==> src/rtl/cache_refill_ctrl.sv <==
// cache_refill_ctrl: direct-mapped cache miss/refill controller with flush invalidation and hit/miss statistics
module cache_refill_ctrl #(
    parameter int INDEX_W = 4,
    parameter int TAG_W   = 26,
    parameter int DATA_W  = 32,
    parameter int TIMEOUT = 255,
    parameter int CNT_W   = 16
) (
    input  logic               iClk,
    input  logic               iRst,
    input  logic               iReq,
    input  logic [31:0]        iAddress,
    input  logic               iHit,
    input  logic [DATA_W-1:0]  iCacheData,
    input  logic               iFlush,
    input  logic [31:0]        iFlushAddress,
    output logic               oBusy,
    output logic               oDataValid,
    output logic [DATA_W-1:0]  oData,
    output logic               oError,
    output logic               oMemReq,
    output logic [31:0]        oMemAddr,
    input  logic               iMemReady,
    input  logic               iMemValid,
    input  logic [DATA_W-1:0]  iMemData,
    output logic               oFillEn,
    output logic [INDEX_W-1:0] oFillIndex,
    output logic [TAG_W-1:0]   oFillTag,
    output logic [DATA_W-1:0]  oFillData,
    output logic               oInvEn,
    output logic [INDEX_W-1:0] oInvIndex,
    output logic [CNT_W-1:0]   oHitCnt,
    output logic [CNT_W-1:0]   oMissCnt
);
    localparam int TW = $clog2(TIMEOUT + 1);

    typedef enum logic [2:0] {IDLE, REQ, WAIT, FILL, RESP} state_t;

    state_t             r_state;
    logic [TW-1:0]      r_tcnt;
    logic               r_cancel;
    logic [INDEX_W-1:0] r_index;
    logic [TAG_W-1:0]   r_tag;
    logic [DATA_W-1:0]  r_data;
    logic               r_data_valid, r_error, r_mem_req, r_fill_en, r_inv_en;
    logic [31:0]        r_mem_addr;
    logic [INDEX_W-1:0] r_inv_index;
    logic [CNT_W-1:0]   r_hit_cnt, r_miss_cnt;

    logic [INDEX_W-1:0] w_req_index, w_flush_index;
    logic               w_conflict, w_flush_hit, w_unused;

    assign w_req_index   = iAddress[INDEX_W+1:2];
    assign w_flush_index = iFlushAddress[INDEX_W+1:2];
    assign w_conflict    = iFlush && (w_flush_index == w_req_index);
    assign w_flush_hit   = iFlush && (w_flush_index == r_index) &&
                           (r_state == REQ || r_state == WAIT || r_state == FILL);
    assign w_unused      = ^{iAddress[1:0], iFlushAddress[31:INDEX_W+2], iFlushAddress[1:0]};

    // One data register serves both the hit response and the refill word; they never overlap.
    always_ff @(posedge iClk or negedge iRst) begin
        if (!iRst) begin
            r_state      <= IDLE;
            r_tcnt       <= '0;
            r_cancel     <= 1'b0;
            r_index      <= '0;
            r_tag        <= '0;
            r_data       <= '0;
            r_data_valid <= 1'b0;
            r_error      <= 1'b0;
            r_mem_req    <= 1'b0;
            r_mem_addr   <= '0;
            r_fill_en    <= 1'b0;
            r_inv_en     <= 1'b0;
            r_inv_index  <= '0;
            r_hit_cnt    <= '0;
            r_miss_cnt   <= '0;
        end else begin
            r_data_valid <= 1'b0;
            r_error      <= 1'b0;
            r_fill_en    <= 1'b0;
            r_inv_en     <= iFlush;
            if (iFlush) r_inv_index <= w_flush_index;
            if (w_flush_hit) r_cancel <= 1'b1;
            case (r_state)
                IDLE: if (iReq) begin
                    if (iHit && !w_conflict) begin
                        r_data_valid <= 1'b1;
                        r_data       <= iCacheData;
                        r_hit_cnt    <= r_hit_cnt + CNT_W'(r_hit_cnt != '1);
                    end else begin
                        r_index    <= w_req_index;
                        r_tag      <= iAddress[31:INDEX_W+2];
                        r_mem_addr <= {iAddress[31:2], 2'b00};
                        r_mem_req  <= 1'b1;
                        r_miss_cnt <= r_miss_cnt + CNT_W'(r_miss_cnt != '1);
                        r_state    <= REQ;
                    end
                end
                REQ: if (iMemReady) begin
                    r_mem_req <= 1'b0;
                    r_tcnt    <= '0;
                    r_state   <= WAIT;
                end
                WAIT: if (iMemValid) begin
                    r_data    <= iMemData;
                    r_fill_en <= !(r_cancel || w_flush_hit);
                    r_state   <= FILL;
                end else if (r_tcnt == TW'(TIMEOUT - 1)) begin
                    r_error  <= 1'b1;
                    r_cancel <= 1'b0;
                    r_state  <= IDLE;
                end else begin
                    r_tcnt <= r_tcnt + TW'(1);
                end
                FILL: begin
                    r_data_valid <= 1'b1;
                    r_state      <= RESP;
                end
                RESP: begin
                    r_cancel <= 1'b0;
                    r_state  <= IDLE;
                end
                default: r_state <= IDLE;
            endcase
        end
    end

    assign oBusy      = (r_state != IDLE);
    assign oDataValid = r_data_valid;
    assign oData      = r_data;
    assign oError     = r_error;
    assign oMemReq    = r_mem_req;
    assign oMemAddr   = r_mem_addr;
    assign oFillEn    = r_fill_en;
    assign oFillIndex = r_index;
    assign oFillTag   = r_tag;
    assign oFillData  = r_data;
    assign oInvEn     = r_inv_en;
    assign oInvIndex  = r_inv_index;
    assign oHitCnt    = r_hit_cnt;
    assign oMissCnt   = r_miss_cnt;
endmodule

==> config.mk <==
export PLATFORM = sky130hd
export DESIGN_NAME = cache_refill_ctrl
export DESIGN_NICKNAME = d
export VERILOG_FILES = /design/src/rtl/cache_refill_ctrl.sv
export SDC_FILE = /design/constraint.sdc
export NUM_CORES = 1
export LEC_CHECK = 0
export ABC_AREA = 1
export CORE_MARGIN = 8
export CORE_UTILIZATION = 25
export CTS_CLUSTER_DIAMETER = 60
export DETAILED_ROUTE_END_ITERATION = 10
export SLEW_MARGIN = 5
export SYNTH_ARGS = -nofsm -noshare
export SYNTH_HDL_FRONTEND = slang
export SYNTH_SLANG_ARGS = --single-unit
==> constraint.sdc <==
create_clock -name iClk -period 1.81 [get_ports iClk]
set_input_delay 0.362 -clock iClk [delete_from_list [all_inputs] [get_ports iClk]]
set_output_delay 0.362 -clock iClk [all_outputs]
set_load 0.03 [all_outputs]
# Word-level counts from Yosys, hierarchy flattened
# Cells that the tools add are included.
[classes] n_addsub=3 multipliers=0 n_div=0 magnitude_cmp=0 eq_ne=17 shifts=0 muxes=30 bitwise=1 reduce_logical=20
[ops] operator="$mux W32" count=3
[ops] operator="$pmux W32 S2" count=1
[ops] operator="$add A16 B1 Y16" count=2
[ops] operator="$ne A16 B16 Y1 const B" count=2
[ops] operator="$mux W8" count=3
[ops] operator="$pmux W8 S2" count=1
[ops] operator="$reduce_and A4 Y1" count=4
[ops] operator="$mux W3" count=5
[ops] operator="$ne A2 B2 Y1 const B" count=7
[ops] operator="$mux W1" count=13
[ops] operator="$pmux W3 S4" count=1
[ops] operator="$add A8 B1 Y8 const B" count=1
[ops] operator="$eq A4 B4 Y1" count=2
[ops] operator="$eq A8 B8 Y1 const B" count=1
[ops] operator="$eq A3 B2 Y1 const B" count=2
[ops] operator="$pmux W1 S2" count=3
[ops] operator="$reduce_and A3 Y1" count=2
[ops] operator="$reduce_bool A2 Y1" count=3
[ops] operator="$logic_and A1 B1 Y1" count=4
[ops] operator="$eq A3 B1 Y1 const B" count=1
[ops] operator="$eq A3 B3 Y1 const B" count=1
[ops] operator="$logic_not A3 Y1" count=1
[ops] operator="$logic_or A1 B1 Y1" count=3
[ops] operator="$ne A3 B2 Y1 const B" count=1
[ops] operator="other kinds (3)" count=4
[word_totals] reg_bits=145 latchBits=0 ramBits=0 mem_bits_ro=0 word_cells=86 memories=0

# Logic depth before layout (Yosys ltp)
[depth] ltp_word=8 mapped_depth=13 mapped_depth_nobuf=13

# Least setup slack after synthesis
# OpenSTA, ideal clock, no wires.
[synth_timing] path_kind="reg2reg" start="reg r_miss_cnt[8], in the netlist oMissCnt[8]" end="reg r_miss_cnt[14], in the netlist oMissCnt[14]" setup_ns=0.065 arrival_time_ns=2.067 setup_slack_ns=-0.322 stages_incl_launch_ff=12 path_cell_list="dfrtp_1 > nand2_1 > nor3_1 > nand4_1 > ha_1 > ha_1 > nand3_1 > nor2_1 > nand3_1 > xor2_1 > nand3_1 > nand2_1"
[synth_via] elab_chain_len=2
[synth_lines] element="start, declared" line="48" source="logic [CNT_W-1:0] r_hit_cnt, r_miss_cnt;"
[synth_lines] element="start signal, assigned" line="96" source="r_miss_cnt <= r_miss_cnt + CNT_W'(r_miss_cnt != '1);"
[synth_lines] element="$ne A16 B16 Y1" line="96"
[synth_lines] element="$add A16 B1 Y16 (*)" line="96"
# Every way passes the cells marked *; elsewhere a longest branch is shown, timed or not.
# A chain may end at the register's enable or synchronous reset.

# Worst setup path after layout
[layout_timing] start="reg r_miss_cnt[7], in the netlist oMissCnt[7]" end="reg r_miss_cnt[14], in the netlist oMissCnt[14]"
# Same word-level chain as after synthesis.

==> run metrics <==
clock-pin slew on the worst setup and hold paths=60 ps; TritonCTS buffer count=17; Peak supply drop=0.000842 V; chip width=176 microns; setup violators final=0; R2R setup slack=around 31 ps; #FFs+latches synth=~120; crit-path leading delay family=simple AND/OR/NAND/NOR gates; cell taking the most area after synthesis=dfrtp_1; R2R cell count=11; fillcell total=2609; final-report hold violation count=0; status=complete, no violations; Req. time, crit path=2100 ps; mean post-synth cell area=about 7.6 sq um; Yosys cell types=30; largest net degree at the start of global routing=44; Post-Layout Inst Area=0.0104 sq mm; GPL Wtd Cong=0.863; buffer and inverter count on the worst path=0; Non-Filler Instances=1474; clock latency at the later pin of the worst-skew pair=about 400 ps; initial core utilization=0.254; number of vias per cell=about 4.2; Routed Wire Length=22.5 mm; Final Max Tran Viols=0; Worst path depth=11; Post-Syn Instances=roughly 840; CTS tree=built; Cell Count Post-Placement=1436; # rows=58; max-cap violations=0; vias in the first global route=roughly 6300; layout cells sized above 1=0.184; clock sinks=between 100 and 150; cells along the critical path=nand2_4 -> nor3_4 -> nand4_1 -> ha_2 -> ha_4 -> nand3_4 -> nor2_4 -> nand3_2 -> xor2_1 -> nand3_1 -> nand2_1; Routed wire per std cell=15.3 microns; DP Area=0.00971 sq mm; Reg-to-Reg Start=oMissCnt[7]; sequential area share after synthesis=0.451; period utilization=0.983; total gr overflow=0; H-tree Lvls=4; post-synth top area share=0.451; I/O pins=303; synthesized cell area=0.00638 sq mm; RSZ-0062 raised after global routing=yes; crit end category=flip-flop; Hold/Removal Path Class=in -> async; DP Wirelength=17.0 mm; crit path DAT=roughly 2100 ps; Critical Path Sink=oMissCnt[14]; r2r endpoint=oMissCnt[14]; TNS Setup=0 ps; TritonRoute pass-1 iters=4; core area=0.0251 sq mm; Pwr Total=0.0168 W; IO Port Bufs=270; initial DRC count=322; CTS Root Cell=clkbuf_16; die area=~0.031 sq mm; initial antenna violation count=5; drt drc=0; yosys warns=0; Crit Path Class=reg -> reg; Die Y=176 microns; Nets=between 1000 and 1500; critical path launch point=oMissCnt[7]; Setup crit start kind=flip-flop; Inserted Diodes=0; final hold slack=378 ps; total via count after detailed routing=6264; first-pass GRT wire length=34.7 mm; CP max stage cell=dfrtp_2; Layout area overhead=62.9%; highest clock rate=between 500 and 600 MHz; PD cells=1610 mW/mm^2; CTS max path bufs=2; Clock Skew=~9 ps; Leak Pwr=about 5.4 nW; largest cells by area after synthesis=dfrtp_1 45%, nand2_1 21%, buf_4 8.2%, nand3_1 6.9%, inv_1 2.4%; post-route minimum period=between 1500 and 2000 ps; global-route usage over all layers=0.142; Crit Path Max Fanout=3; Critical Path Max Stage Delay=420 ps; post-route ant nets=0
## timing repair
item                                    in CTS  in global routing
pin swaps                                    3                 33
hold endpoints to repair                    17                  0
resized for setup                          174                 50
hold buffers                                 1                  0
endpoints found under the setup margin     171                 43
setup buffers                                2                  3
## sequential cells by signal, summed over array words and instances (netlist names)
register    count
oData          32
oFillTag       26
oHitCnt        16
oMissCnt       16
r_tcnt          8
oInvIndex       4
oFillIndex      3
r_state         3
oDataValid      1
oError          1
oFillEn         1
oInvEn          1
oMemAddr        1
oMemReq         1
r_cancel        1
## cell families after synthesis
kind of cell               share of synthesized area
AOI/OAI and AO/OA                             0.0245
xor gates and xnor gates                      0.0439
adders and majority gates                     0.0118
buffers and inverters                          0.131
DFF                                            0.451
muxes                                        0.00176
other                                       0.000588
and+or+nand+nor                                0.336
## layout make-up
cell class / count / area [sq um] / area share
inverters: 42 / 158 / 0.0152
well taps: 330 / 413 / 0.0397
clock buffers: 18 / 439 / 0.0422
clock inverters: 14 / 203 / 0.0195
multi-input cells: 588 / 2890 / 0.278
repair buffers: 367 / 3380 / 0.325
flip-flops and latches: 115 / 2910 / 0.280
## cells in the mapped netlist
library cell / instances
o21ai_0: 23
nand4_1: 10
or2_2: 1
nand3_1: 88
nor3b_1: 2
and3_1: 1
xnor2_1: 16
nor2_2: 1
nor2_1: 39
nand2_4: 1
nand2_2: 2
ha_1: 6
nand3_2: 1
mux2_2: 1
inv_2: 1
buf_4: 70
nand2_1: 356
clkbuf_1: 1
a21oi_1: 6
nor3_1: 10
conb_1: 1
nor3_4: 1
buf_6: 2
xor2_1: 16
o21ai_1: 1
nand3b_1: 3
o22ai_1: 1
inv_1: 41
buf_2: 25
dfrtp_1: 115
## placed cells by master (no fill, tap or decap), drive strengths merged
master         synthesis  routed
a21oi                  6       6
and3                   1       1
buf                   97      98
bufinv                 0       4
clkbuf                 1      18
clkdlybuf4s50          0     103
clkinv                 0       4
clkinvlp               0       4
conb                   1       2
dfrtp                115     115
dlygate4sd2            0     164
dlygate4sd3            0       1
dlymetal6s2s           0       1
ha                     6       6
inv                   42      44
mux2                   1       1
nand2                359     359
nand3                 89      89
nand3b                 3       3
nand4                 10      10
nor2                  40      40
nor3                  11      11
nor3b                  2       2
o21ai                 24      24
o22ai                  1       1
or2                    1       1
xnor2                 16      16
xor2                  16      16
## stage by stage
step	util	setup WS, ps
finish	0.414	31.2
CTS	0.406	-6.11
detailed placement	0.387	-272
global placement	0.387	-257
global route	0.414	-78.4
floorplan	-	-20.3
## where the power goes
part / switching (W) / internal (W)
logic: 0.00589 / 0.00308
registers: 0.000690 / 0.00345
clock network: 0.00131 / 0.00236
total: 0.00789 / 0.00889
## layer usage
layer,GRT usage,vias up,share of wire
li1,-,3162,-
met1,0.163,2908,0.42
met2,0.249,157,0.51
met3,0.0464,27,0.060
met4,0.0378,10,0.015
met5,0,-,0.0030
## worst min path at each step
stage,start,to,cells after the start
floorplan,iRst,oDataValid,0
global placement,iRst,oMissCnt[13],1
detailed placement,iRst,oMissCnt[13],1
CTS,iRst,oMissCnt[1],2
global route,iRst,oMissCnt[9],2
finish,iRst,oMissCnt[9],2
(Power assumes the default switching activity.)
==> RTL change (same flow settings) <==
Encoding of `state_t`: now one-hot (5 bits for 5 states).
--- a/src/rtl/cache_refill_ctrl.sv
+++ b/src/rtl/cache_refill_ctrl.sv
@@ -34,7 +34,7 @@
 );
     localparam int TW = $clog2(TIMEOUT + 1);
 
-    typedef enum logic [2:0] {IDLE, REQ, WAIT, FILL, RESP} state_t;
+    typedef enum logic [4:0] {IDLE = 5'b00001, REQ = 5'b00010, WAIT = 5'b00100, FILL = 5'b01000, RESP = 5'b10000} state_t;
 
     state_t             r_state;
     logic [TW-1:0]      r_tcnt;
Formal check against the unedited RTL: no difference found for any inputs over 4 cycles, from zero or initial values and one cycle with iRst low; so few cycles prove little.
==> RTL change against the unedited design <==
- sequential cell count grew 2
- setup slack gained 0.030 ns
- wire length shrank 3.5%
- count of clock-buffer cells in the layout grew 2
- synthesized area grew 2.2%
- hold slack gained 0.022 ns
- final area is essentially flat
- via count shrank 0.81%
- highest routed layer is now met4
- power shrank 3.0%
- largest cell class unchanged
- critical path type unchanged
- largest power group unchanged
- sequential share of layout area grew 0.53 points
- sequential power grew 4.8%
==> RTL change: results (changes against the unedited design) <==
- # port buffers: 270 (unchanged)
* Initial antenna violation count: 0 (-5)
- The unique cell type count in the Yosys netlist was 30 (unchanged).
- Worst Reg-to-Reg Cells: 11 (unchanged)
- Skew final: 0.0120 ns (+0.00314 ns)
- Syn. warnings: 0 (unchanged)
- The aggregate global routing overflow was 0 (unchanged).
* Share of synthesized area occupied by flip-flops and latches: 0.449 (-0.00200)
- Origin of the critical flop-to-flop path: oMissCnt[11]$_DFFE_PN0P_
- The post-place instance area came to 0.00975 mm² (+0.44%).
* First-pass GRT wire length: 34000 µm (-1.9%)
* Cell Rows: 59 (+1.7%)
- Top area cells in the synthesized netlist: dfrtp_1, nand2_1, buf_4
* Detailed-route wire length: 21700 µm (-3.5%)
* Fill cell total of the finished layout: 2705 (+3.7%)
- CTS placed an instance of clkbuf_16 at the clock tree root.
* Number of levels the H-tree was split into: 4 (unchanged)
- The worst-path maximum fanout was 3 (unchanged).
* Hold Crit Class: input port to async pin
* Worst hold margin: 0.400 ns (+0.0215 ns)
* Largest register FFs: 32 (unchanged)
- Number of global-route vias before repair: 6413 (+1.8%)
- Met1 Resource Use GR: 0.159 (-0.00343)
* Commonest cells in the netlist: nand2_1, dfrtp_1, nand3_1, buf_4, inv_1
* Worst reg2reg path endpoint: oMissCnt[8]$_DFFE_PN0P_
* Via/cell ratio: 4.23 (-0.54%)
- The buffer depth of the longest clock path came to 2 (unchanged).
- Clock buffer count from CTS: 17 (unchanged)
- Clock transition at path regs: 0.06 ns (about the same)
- The weighted congestion reported at the end of routability-driven placement is 0.840 (-2.7%).
* Maximum VDD drop: 0.000750 V (-11%)
* Met2 track utilization from global routing: 0.239 (-0.0100)
- The final antenna diode count came to 0 (unchanged).
- Non-filler cells in the finished layout: 1470 (-0.27%)
- The half-perimeter wire length of the detailed placement result was 16500 µm (-3.1%).
* Run status: completed
* Dpl cells: 1429 (-0.49%)
* Setup slack of the most critical reg-to-reg path: 0.06 ns (+0.03 ns)
- Pin count of the biggest net entering global routing: 41 (-6.8%)
- The worst setup timing slack at the placement stage is -0.370 ns (-0.0975 ns).
- The met3 usage is 0.0336 (-0.0128).
- The total iterations of the first detailed-routing run was 4 (unchanged).
- DRC violation total after the first TritonRoute iteration: 293 (-9.0%)
* Static power due to leakage: 5.37 nW (-1.3%)
- The net count reported at finish was 1263 (-0.71%).
- The mean area per synthesized cell is 7.79 µm² (+2.8%).
- The overall global routing resource usage is 0.135 (-0.00723).
* Share of flip-flops with an asynchronous set or reset after synthesis: 1.00 (unchanged)
- The worst path arrival time came to 2.09 ns (+0.02 ns).
- The layout cell share with drive strength beyond 1 was 0.194 (+0.0103).
==> RTL change: cell count changes in the layout (fill, tap and decap cells not counted), sizes merged, moves of 2 or more <==
cell	before	now
buf	98	93
xor2	16	19
nand3	89	103
or2	1	3
xnor2	16	12
nor3	11	14
a21oi	6	2
bufinv	4	2
clkbuf	18	20
nand2	359	336
nand4	10	7
o21ai	24	31
==> RTL change: worst max path at each step <==
stage                                  start                       end  depth (start not counted)  slack [ns]
floorplan            oMissCnt[4]$_DFFE_PN0P_  oMissCnt[14]$_DFFE_PN0P_                         11       -0.02
global placement                 iAddress[5]     oData[10]$_DFFE_PN0P_                         11       -0.33
detailed placement          iFlushAddress[3]     oData[25]$_DFFE_PN0P_                         11       -0.37
CTS                   r_state[0]$_DFFE_PN1P_                     oBusy                          4       0.005
global route         oMissCnt[4]$_DFFE_PN0P_  oMissCnt[14]$_DFFE_PN0P_                         11       -0.11
finish              oMissCnt[11]$_DFFE_PN0P_   oMissCnt[8]$_DFFE_PN0P_                         11        0.06
==> RTL change: metal layers <==
metal,routed length (µm),up-vias
met4,219,0
met3,1120,10
li1,-,3154
met1,9340,2916
met5,0,-
met2,11000,133
==> RTL change: power by group <==
group	total [mW]	switching, mW	internal (mW)
sequential	4.34	0.752	3.58
clock	3.40	1.30	2.10
combinational	8.54	5.60	2.93
==> RTL change: worst max-delay path, stage by stage (launching register included) <==
cell and delay (ns):
dfrtp_2 0.38, nand2_4 0.06, nor3_4 0.19, nand4_1 0.11, ha_2 0.23, ha_4 0.17, nand3_4 0.10, inv_1 0.08
nand2_1 0.09, xnor2_1 0.12, nand3_1 0.09, nand2_1 0.06
==> RTL change: timing repair <==
action / in CTS / in global routing
resized for setup: 167 / 53
endpoints found under the hold margin: 15 / 0
pin swaps: 2 / 24
endpoints found under the setup margin: 168 / 62
buffers inserted: 3 / 5
hold buffers: 1 / 0
==> RTL change: layout make-up <==
type                            count  area (µm²)  area share
Timing Repair Buffer              362        3300       0.318
Sequential cell                   117        2960       0.285
Multi-Input combinational cell    581        2950       0.284
Clock buffer                       20         457      0.0439
Tap cell                          335         419      0.0403
Inverter                           43         169      0.0163
Clock inverter                     12         128      0.0123
==> RTL change: kinds of logic after synthesis <==
| logic type | after synthesis | share of synthesized area |
|---|---|---|
| AOI/OAI and AO/OA | 33 | 0.0253 |
| xor gates and xnor gates | 31 | 0.0416 |
| adders and majority gates | 6 | 0.0115 |
| buffers and inverters | 140 | 0.137 |
| DFF | 117 | 0.449 |
| muxes | 2 | 0.00345 |
| other | 1 | 0.000575 |
| and+or+nand+nor | 507 | 0.332 |
